===== src/rtl/rv32m_muldiv_unit_pkg.sv =====
// Shared RV32M multiply/divide types: operation, FSM state and operand/result select encodings.
package rv32m_types;

    typedef enum logic {md_mul = 1'b0, md_div = 1'b1} muldiv_op_t;

    typedef enum logic [1:0] {IDLE, MUL, DIV, FIX} muldiv_state_t;

    typedef enum logic {RS1_UNSIGN = 1'b0, RS1_SIGN = 1'b1} rs1signunsignmux_sel_t;
    typedef enum logic {RS2_UNSIGN = 1'b0, RS2_SIGN = 1'b1} rs2signunsignmux_sel_t;
    typedef enum logic {MUL_LOW = 1'b0, MUL_HIGH = 1'b1}    multihighlowmux_sel_t;
    typedef enum logic {DIV_QUOT = 1'b0, DIV_REM = 1'b1}    divremquotmux_sel_t;

    localparam logic [63:0] MULDIV_DIV0_QUOT = '1;

endpackage


===== src/rtl/rv32m_muldiv_unit_div_step.sv =====
// One combinational restoring-division step: shifted partial remainder minus divisor -> remainder, quotient bit.
module rv32m_div_step #(
    parameter int XLEN = 32
) (
    input  logic [XLEN:0]   i_part,
    input  logic [XLEN-1:0] i_divisor,
    output logic [XLEN-1:0] o_rem,
    output logic            o_qbit
);

    logic [XLEN:0] w_diff;

    // i_part < 2*divisor, so the top bit of the difference is its sign
    assign w_diff = i_part - {1'b0, i_divisor};
    assign o_qbit = ~w_diff[XLEN];
    assign o_rem  = o_qbit ? w_diff[XLEN-1:0] : i_part[XLEN-1:0];

endmodule


===== src/rtl/rv32m_muldiv_unit.sv =====
// Iterative RV32M mul/div: mul done XLEN/MUL_STEP+1 cycles after start, div XLEN+1; busy_o stalls the pipe.
// MULDIV_FAST_MUL_EN selects a single-cycle signed array multiplier; division is always iterative.
module rv32m_muldiv_unit
    import rv32m_types::*;
#(
    parameter int XLEN     = 32,
    parameter int MUL_STEP = 1
) (
    input  logic                  clk,
    input  logic                  rst,
    input  logic                  start_i,
    input  muldiv_op_t            op_i,
    input  rs1signunsignmux_sel_t rs1_sign_i,
    input  rs2signunsignmux_sel_t rs2_sign_i,
    input  multihighlowmux_sel_t  hilo_i,
    input  divremquotmux_sel_t    remquot_i,
    input  logic [XLEN-1:0]       a_i,
    input  logic [XLEN-1:0]       b_i,
    input  logic                  flush_i,
    output logic                  busy_o,
    output logic                  done_o,
    output logic [XLEN-1:0]       result_o
);

    localparam int CW = $clog2(XLEN) + 1;
    localparam logic [CW-1:0] DIV_LAST = CW'(XLEN - 1);

    muldiv_state_t        r_state, w_next;
    muldiv_op_t           r_op;
    multihighlowmux_sel_t r_hilo;
    divremquotmux_sel_t   r_remquot;
    logic [2*XLEN-1:0]    r_prod;
    logic [XLEN-1:0]      r_opnd, r_a, r_result;
    logic [CW-1:0]        r_cnt;
    logic                 r_neg_q, r_neg_r, r_div0, r_ovf;

    logic                 w_accept, w_done, w_sa, w_sb, w_a_neg, w_b_neg, w_div0, w_ovf;
    logic [XLEN-1:0]      w_a_mag, w_b_mag, w_rem, w_quot, w_rem_fix, w_fix_result;
    logic [2*XLEN-1:0]    w_prod_fix, w_prod_step, w_div_next;
    logic                 w_qbit;

    assign w_accept = (r_state == IDLE) && start_i && !flush_i;
    assign w_sa     = (rs1_sign_i == RS1_SIGN);
    assign w_sb     = (rs2_sign_i == RS2_SIGN);
    assign w_a_neg  = w_sa & a_i[XLEN-1];
    assign w_b_neg  = w_sb & b_i[XLEN-1];
    // Unsigned view of the magnitude is exact even for the most negative value
    assign w_a_mag  = w_a_neg ? -a_i : a_i;
    assign w_b_mag  = w_b_neg ? -b_i : b_i;
    assign w_div0   = (b_i == '0);
    assign w_ovf    = w_sa & w_sb & (a_i == {1'b1, {(XLEN-1){1'b0}}}) & (b_i == '1);

`ifdef MULDIV_FAST_MUL_EN
    logic [XLEN-1:0]          r_b;
    logic                     r_sa, r_sb;
    logic signed [2*XLEN+1:0] w_fast_prod;

    assign w_fast_prod = $signed({r_sa & r_a[XLEN-1], r_a}) * $signed({r_sb & r_b[XLEN-1], r_b});
    assign w_prod_step = w_fast_prod[2*XLEN-1:0];
    assign w_prod_fix  = (r_op == md_mul) ? r_prod : (r_neg_q ? -r_prod : r_prod);
`else
    localparam logic [CW-1:0] MUL_LAST = CW'(XLEN / MUL_STEP - 1);

    logic [XLEN+MUL_STEP-1:0] w_pp, w_mul_upper;

    // Upper half accumulates multiplicand * low multiplier bits while the product shifts right
    assign w_pp        = {{MUL_STEP{1'b0}}, r_opnd} * {{XLEN{1'b0}}, r_prod[MUL_STEP-1:0]};
    assign w_mul_upper = {{MUL_STEP{1'b0}}, r_prod[2*XLEN-1:XLEN]} + w_pp;
    assign w_prod_step = {w_mul_upper, r_prod[XLEN-1:MUL_STEP]};
    assign w_prod_fix  = r_neg_q ? -r_prod : r_prod;
`endif

    rv32m_div_step #(.XLEN(XLEN)) u_div_step (
        .i_part    ({r_prod[2*XLEN-1:XLEN], r_prod[XLEN-1]}),
        .i_divisor (r_opnd),
        .o_rem     (w_rem),
        .o_qbit    (w_qbit)
    );
    assign w_div_next = {w_rem, r_prod[XLEN-2:0], w_qbit};

    assign w_quot    = r_div0 ? MULDIV_DIV0_QUOT[XLEN-1:0] : (r_ovf ? r_a : w_prod_fix[XLEN-1:0]);
    assign w_rem_fix = r_div0 ? r_a : (r_ovf ? '0 :
                       (r_neg_r ? -r_prod[2*XLEN-1:XLEN] : r_prod[2*XLEN-1:XLEN]));
    assign w_fix_result = (r_op == md_mul) ?
                          ((r_hilo == MUL_HIGH) ? w_prod_fix[2*XLEN-1:XLEN] : w_prod_fix[XLEN-1:0]) :
                          ((r_remquot == DIV_REM) ? w_rem_fix : w_quot);

    always_ff @(posedge clk or negedge rst) begin
        if (!rst) r_state <= IDLE;
        else      r_state <= w_next;
    end

    always_comb begin
        w_next = r_state;
        case (r_state)
            IDLE: if (w_accept) w_next = (op_i == md_div) ? DIV : MUL;
`ifdef MULDIV_FAST_MUL_EN
            MUL:  w_next = FIX;
`else
            MUL:  if (r_cnt == MUL_LAST) w_next = FIX;
`endif
            DIV:  if (r_cnt == DIV_LAST) w_next = FIX;
            FIX:  w_next = IDLE;
            default: w_next = IDLE;
        endcase
        if (flush_i && r_state != IDLE) w_next = IDLE;
    end

    always_comb begin
        w_done   = (r_state == FIX) && !flush_i;
        busy_o   = (r_state != IDLE);
        done_o   = w_done;
        result_o = w_done ? w_fix_result : r_result;
    end

    always_ff @(posedge clk or negedge rst) begin
        if (!rst) begin
            r_op      <= md_mul;
            r_hilo    <= MUL_LOW;
            r_remquot <= DIV_QUOT;
            r_prod    <= '0;
            r_opnd    <= '0;
            r_a       <= '0;
            r_result  <= '0;
            r_cnt     <= '0;
            r_neg_q   <= 1'b0;
            r_neg_r   <= 1'b0;
            r_div0    <= 1'b0;
            r_ovf     <= 1'b0;
`ifdef MULDIV_FAST_MUL_EN
            r_b       <= '0;
            r_sa      <= 1'b0;
            r_sb      <= 1'b0;
`endif
        end else begin
            case (r_state)
                IDLE: if (w_accept) begin
                    r_op      <= op_i;
                    r_hilo    <= hilo_i;
                    r_remquot <= remquot_i;
                    r_a       <= a_i;
                    r_prod    <= {{XLEN{1'b0}}, (op_i == md_div) ? w_a_mag : w_b_mag};
                    r_opnd    <= (op_i == md_div) ? w_b_mag : w_a_mag;
                    r_neg_q   <= w_a_neg ^ w_b_neg;
                    r_neg_r   <= w_a_neg;
                    r_div0    <= (op_i == md_div) & w_div0;
                    r_ovf     <= (op_i == md_div) & w_ovf & ~w_div0;
                    // Special divides spend a single settling cycle in DIV before FIX
                    r_cnt     <= ((op_i == md_div) && (w_div0 || w_ovf)) ? DIV_LAST : '0;
`ifdef MULDIV_FAST_MUL_EN
                    r_b       <= b_i;
                    r_sa      <= w_sa;
                    r_sb      <= w_sb;
`endif
                end
                MUL: begin
                    r_prod <= w_prod_step;
                    r_cnt  <= r_cnt + 1'b1;
                end
                DIV: begin
                    r_prod <= w_div_next;
                    r_cnt  <= r_cnt + 1'b1;
                end
                FIX: if (!flush_i) r_result <= w_fix_result;
                default: ;
            endcase
        end
    end

endmodule


===== config.mk =====
export PLATFORM = sky130hd
export DESIGN_NAME = rv32m_muldiv_unit
export DESIGN_NICKNAME = d
export VERILOG_FILES = /design/src/rtl/rv32m_muldiv_unit_pkg.sv /design/src/rtl/rv32m_muldiv_unit_div_step.sv /design/src/rtl/rv32m_muldiv_unit.sv
export SDC_FILE = /design/constraint.sdc
export NUM_CORES = 1
export LEC_CHECK = 0
export BUFFER_PORTS_ARGS = -buffer_cell sky130_fd_sc_hd__buf_2
export CAP_MARGIN = 20
export CORE_MARGIN = 1.5
export CORE_UTILIZATION = 50
export DETAILED_ROUTE_END_ITERATION = 10
export GPL_ROUTABILITY_DRIVEN = 1
export HOLD_SLACK_MARGIN = 0.1
export PLACE_DENSITY = 0.68
export SETUP_SLACK_MARGIN = 0.3
export SYNTH_ARGS = -nofsm -noshare
export SYNTH_HDL_FRONTEND = slang
export SYNTH_SLANG_ARGS = --single-unit

===== constraint.sdc =====
create_clock -name clk -period 4.9 [get_ports clk]
set_input_delay 0.49 -clock clk [delete_from_list [all_inputs] [get_ports clk]]
set_output_delay 0.49 -clock clk [all_outputs]
set_load 0.02 [all_outputs]

== Yosys cells after proc, flatten, opt, wreduce, memory -nomap -nowiden ==
Cells that the tools add are included.
W data, S select, Z words.
Word-level totals
  memory bits (read-only): 0
  latch bits: 0
  register bits after elaboration: 175
  output and inout bits: 34
  input bits: 73
  memories kept: 0
  RAM bits: 0
  logic and storage cells: 85
Operators by class
  $add $sub $neg: 7
  magnitude comparators: 0
  multipliers: 1
  eq/ne operators: 9
  bitwise operators: 12
  mux-type cells: 25
  reductions and logical operators: 18
  div/mod/pow operators: 0
  shift operators: 0
Operators by type and width (number)
  $mux W32: 14
  $pmux W64 S3: 1
  $mux W64: 2
  $neg A32 Y32: 3
  $eq A32 B32 Y1 const B: 2
  $neg A64 Y64: 1
  $add A32 B33 Y33: 1
  $mul A32 B1 Y33: 1
  $sub A33 B32 Y33: 1
  $logic_not A32 Y1: 1
  $pmux W6 S2: 1
  $reduce_and A2 Y1: 5
  $and A1 B1 Y1: 8
  $mux W2: 4
  $add A6 B1 Y6 const B: 1
  $eq A6 B5 Y1 const B: 1
  $mux W6: 1
  $pmux W2 S3: 1
  $logic_and A1 B1 Y1: 5
  $mux W5: 1
  $eq A2 B2 Y1 const B: 2
  $reduce_bool A2 Y1: 2
  $ne A3 B1 Y1 const B: 1
  $ne A3 B2 Y1 const B: 1
  other kinds (9): 11

== Depth between registers and ports, before layout ==
  word-level depth: 8
  depth in mapped cells: 15

== By module ==
A second synthesis with hierarchy kept.
Second synthesis, totals
  cells, all modules: 2207
  area total of the unflattened synthesis: 16980.0 um^2
By module, submodules not included
  rv32m_muldiv_unit: instances 1, cells an instance 1902, sequential area each 4379.2 um^2, area each 14621.5 um^2
  rv32m_div_step: instances 1, cells an instance 305, sequential area each 0.0 um^2, area each 2358.5 um^2

== Worst setup path before layout ==
Ideal clock, no wire load.
  path type: register to output
  start point: reg r_prod[32]
  end point: out result_o[18]
  stages on the path, launching flop included: 13
  buffers on the path: 1
  slack: 1.067 ns
  data arrival time: 3.343 ns
  required time: 4.410 ns
  cell sequence: dfrtp_1 > inv_1 > ha_1 > or3b_4 > or4_4 > buf_6 > or4_1 > nand2_1 > xor2_1 > o22a_1 > o211ai_1 > a21oi_1 > o21ai_0
On the way
  word-level cells in the longest chain between the ends: 7
  elaborated cells between the ends (all ways): 10
  classes of those cells: add/sub (2); mux (8)
Ends and longest elaborated chain
  start: declaration: line rv32m_muldiv_unit.sv:32  | logic [2*XLEN-1:0] r_prod;
  start signal: assignment: line rv32m_muldiv_unit.sv:142  | r_prod <= {{XLEN{1'b0}}, (op_i == md_div) ? w_a_mag : w_b_mag};
  start signal: assignment: line rv32m_muldiv_unit.sv:157  | r_prod <= w_prod_step;
  start signal: assignment: line rv32m_muldiv_unit.sv:161  | r_prod <= w_div_next;
  $neg A32 Y32: line rv32m_muldiv_unit.sv:83  | (r_neg_r ? -r_prod[2*XLEN-1:XLEN] : r_prod[2*XLEN-1:XLEN]));
  $mux W32: line rv32m_muldiv_unit.sv:83
  $mux W32 (2 in series): line rv32m_muldiv_unit.sv:82  | assign w_rem_fix = r_div0 ? r_a : (r_ovf ? '0 :
  $mux W32: line rv32m_muldiv_unit.sv:86  | ((r_remquot == DIV_REM) ? w_rem_fix : w_quot);
  $mux W32 *: line rv32m_muldiv_unit.sv:84  | assign w_fix_result = (r_op == md_mul) ?
  $mux W32 *: line rv32m_muldiv_unit.sv:113  | result_o = w_done ? w_fix_result : r_result;
  end: declaration: line rv32m_muldiv_unit.sv:22  | output logic [XLEN-1:0] result_o
Mark *: on every way between the ends. The rest lies on a longest branch, timed or not.

== Worst setup path after layout ==
  start point: reg r_prod[32]
  end point: out result_o[24]
Same word-level chain as after synthesis.

==> flow_summary.json <==
{
  "status": "finished, final reports clean",
  "cts-root-buf": "clkbuf_16",
  "via_count": 17424,
  "dpl.hpwl_mm": 48.63,
  "p_sw_mw": 7.521,
  "critPathKind": "register to output pin",
  "p_seq_share_pct": 22.8,
  "grt_pass1_vias": 16054,
  "arrival_ns": 3.92,
  "final_common_cell": "nand2_1",
  "mostFrequentLayoutCells": "237 x nand2_1, 228 x o21ai_0, 183 x nor2_1",
  "worst_pin_slew_ns": 1.090,
  "swShare_pct": 54.22,
  "synthFlopType": "dfrtp_1",
  "ys_seq_area_share_pct": 26.01,
  "relSlewSlack_pct": 27.15,
  "io_pins": 107,
  "synthArstFlopShare_pct": 100.0,
  "die_h_um": 186.5,
  "synthCells": 2181,
  "slew_violations": 0,
  "p_int_mw": 6.349,
  "rsz0062_at_grt": "no",
  "post_drt_wl_per_cell_um": 24.01,
  "combinationalPowerShare_pct": 66.1,
  "drive_above_1_share_pct": 11.74,
  "synth_top_area_share_pct": 26.01,
  "core_um2": 33360,
  "avgViaCountPerCell": 6.588,
  "grt_max_degree": 96,
  "fin_skew_ns": 0.01240,
  "vdd_drop_max_uv": 424.5,
  "leakage_nw": 7.875,
  "htreeDepth": 4,
  "min_period_over_period_pct": 90.03,
  "num_antenna_cells": 0,
  "nets": 2335,
  "gp_routability_congestion": 1.001,
  "clkTransAtPathRegs_ns": 0.08,
  "yosys.area.top_type": "dfrtp_1",
  "ys_seq_elements": 175,
  "finalSetupTns_ns": 0,
  "hold_viol": 0,
  "yosysUniqueCellTypes": 82,
  "powerDensity_nw_per_um2": 758.5,
  "grt_pass1_wl_mm": 97.07,
  "seqCellArea_um2": 4382,
  "syn_to_final_growth_pct": 8.598,
  "total_power_mw": 13.87,
  "clock_power_share_pct": 11.1,
  "placementRows": 67,
  "synthTopCellsByArea": "dfrtp_1 26%, o21ai_0 6.9%, xor2_1 5.7%",
  "holdWs_ns": 0.2762,
  "cts_setup_buffers": 0,
  "ys_warn_count": 0,
  "finalCriticalPeriod_ns": 4.411,
  "cts_tree": "done",
  "fmax_ghz": 0.2267,
  "clock_sinks": 175,
  "dieArea_um2": 34780,
  "multiInputGateArea_um2": 11550,
  "postRouteAntennaNets": 0,
  "grt_overflow": 0,
  "clk_path_buf_depth": 2,
  "setup_viol_count_final": 0,
  "grtUsageTotal_pct": 36.01,
  "synth_enable_flop_cells": 0,
  "cp_data_required_time_ns": 4.41,
  "firstDrtPassIters": 8,
  "start_kind": "register",
  "start_util_pct": 50.47,
  "drt-total-wl_mm": 63.52,
  "synth_fp_nets": 2331,
  "route.detailed.drc": 0,
  "synth_area_um2": 16840,
  "endpoint_kind": "output pin",
  "syn_area_per_cell_um2": 7.720,
  "cap_violations": 0,
  "fillers": 3268,
  "cp_max_fo": 11,
  "cts_made_buffers": 17,
  "antenna_found_initial": 0,
  "die-width_um": 186.5,
  "numPortBuffers": 106,
  "first_iter_violations": 2224,
  "holdCritPathClass": "primary input to register",
  "clkLatencyLatePin_ns": 0.46
}
path summary, 6_finish.rpt:
kind                                    from  depth (start not counted)  slack, ns           end
worst min register to register  r_result[27]                          1       0.47  r_result[27]
min in group asynchronous                rst                          2       0.64  r_result[27]
worst max register to register    r_prod[31]                         13       0.58    r_prod[55]
worst max-delay path              r_prod[32]                         12       0.49  result_o[24]
worst min-delay path               remquot_i                          2       0.28     r_remquot
max in group asynchronous                rst                          3       3.19    r_prod[44]
state kept, by name (all words and copies together), names as in the netlist, 2 cells and up:
signal / count
r_prod: 64
r_a: 32
r_opnd: 32
r_result: 32
r_cnt: 6
r_state: 2
layer usage:
metal,GRT usage (%),vias to the layer above,share of wire (%)
met4,16.07,0,4.8
li1,-,7956,-
met5,0,-,0
met1,50.99,8381,43
met3,6.150,154,9.4
met2,53.70,933,43
synth_stat cells (32+ instances only):
master and instances:
mux2_2 39, a21o_1 36, ha_1 75, o21ai_0 232, dfrtp_1 175, nand3_1 32
inv_1 80, o31ai_1 39, clkbuf_1 139, xor2_1 109, a21oi_1 166, xnor2_1 87
nand2_1 237, nor2_1 183, mux2i_1 55
cell type report:
class	count	share of cell area, %
multi-input cells	1765	63.17
clock buffers	18	2.402
repair buffers	146	4.660
inverters	80	1.642
well taps	448	3.066
clock inverters	13	1.102
flip-flops and latches	175	23.96
stage by stage:
step	instances	setup WS, ns	cell area [um^2]	utilization [%]
3_3_place_gp	2613	0.8355	17610	52.79
4_1_cts	2645	0.3239	18270	54.74
2_1_floorplan	2181	1.067	16840	-
3_5_place_dp	2613	0.6758	17610	52.79
6_report	2645	0.4887	18290	54.80
5_1_grt	2645	0.3010	18290	54.80
cells by family (layout without fill, tap and decap cells):
| family | Yosys count | after routing | synth area share [%] |
|---|---|---|---|
| buf+inv | 241 | 257 | 5.551 |
| xor+xnor | 196 | 196 | 10.20 |
| fa+ha+maj | 77 | 77 | 5.811 |
| simple gates | 656 | 656 | 18.25 |
| flops | 175 | 175 | 26.01 |
| mux | 94 | 94 | 5.878 |
| compound gates | 742 | 742 | 28.31 |
power by group through the flow:
| stage | clock network, mW | logic, mW | registers (mW) |
|---|---|---|---|
| detailed placement | 0 | 8.86 | 3.11 |
| CTS | 1.55 | 8.92 | 3.08 |
| global route | 1.61 | 9.91 | 3.20 |
| floorplan | 0 | 6.68 | 2.52 |
| finish | 1.54 | 9.16 | 3.16 |
| global placement | 0 | 8.80 | 3.08 |
worst max-delay path, stage by stage (launching register included):
cell and delay [ns]:
dfrtp_2 0.47, inv_2 0.13, ha_1 0.17, or3b_4 0.41, or4_4 0.63, o41ai_4 0.32
xor2_1 0.19, o22ai_1 0.11, a222oi_1 0.39, nor2_1 0.10, a311oi_2 0.26, o21ai_1 0.12
buf_2 0.17
timing repair:
| action | in CTS | in global routing |
|---|---|---|
| hold endpoints to repair | 2 | 0 |
| gates resized for setup | 0 | 12 |
| hold buffers | 1 | 0 |
| endpoints found under the setup margin | 0 | 9 |
Note: power is estimated with default switching activity, not from simulation.
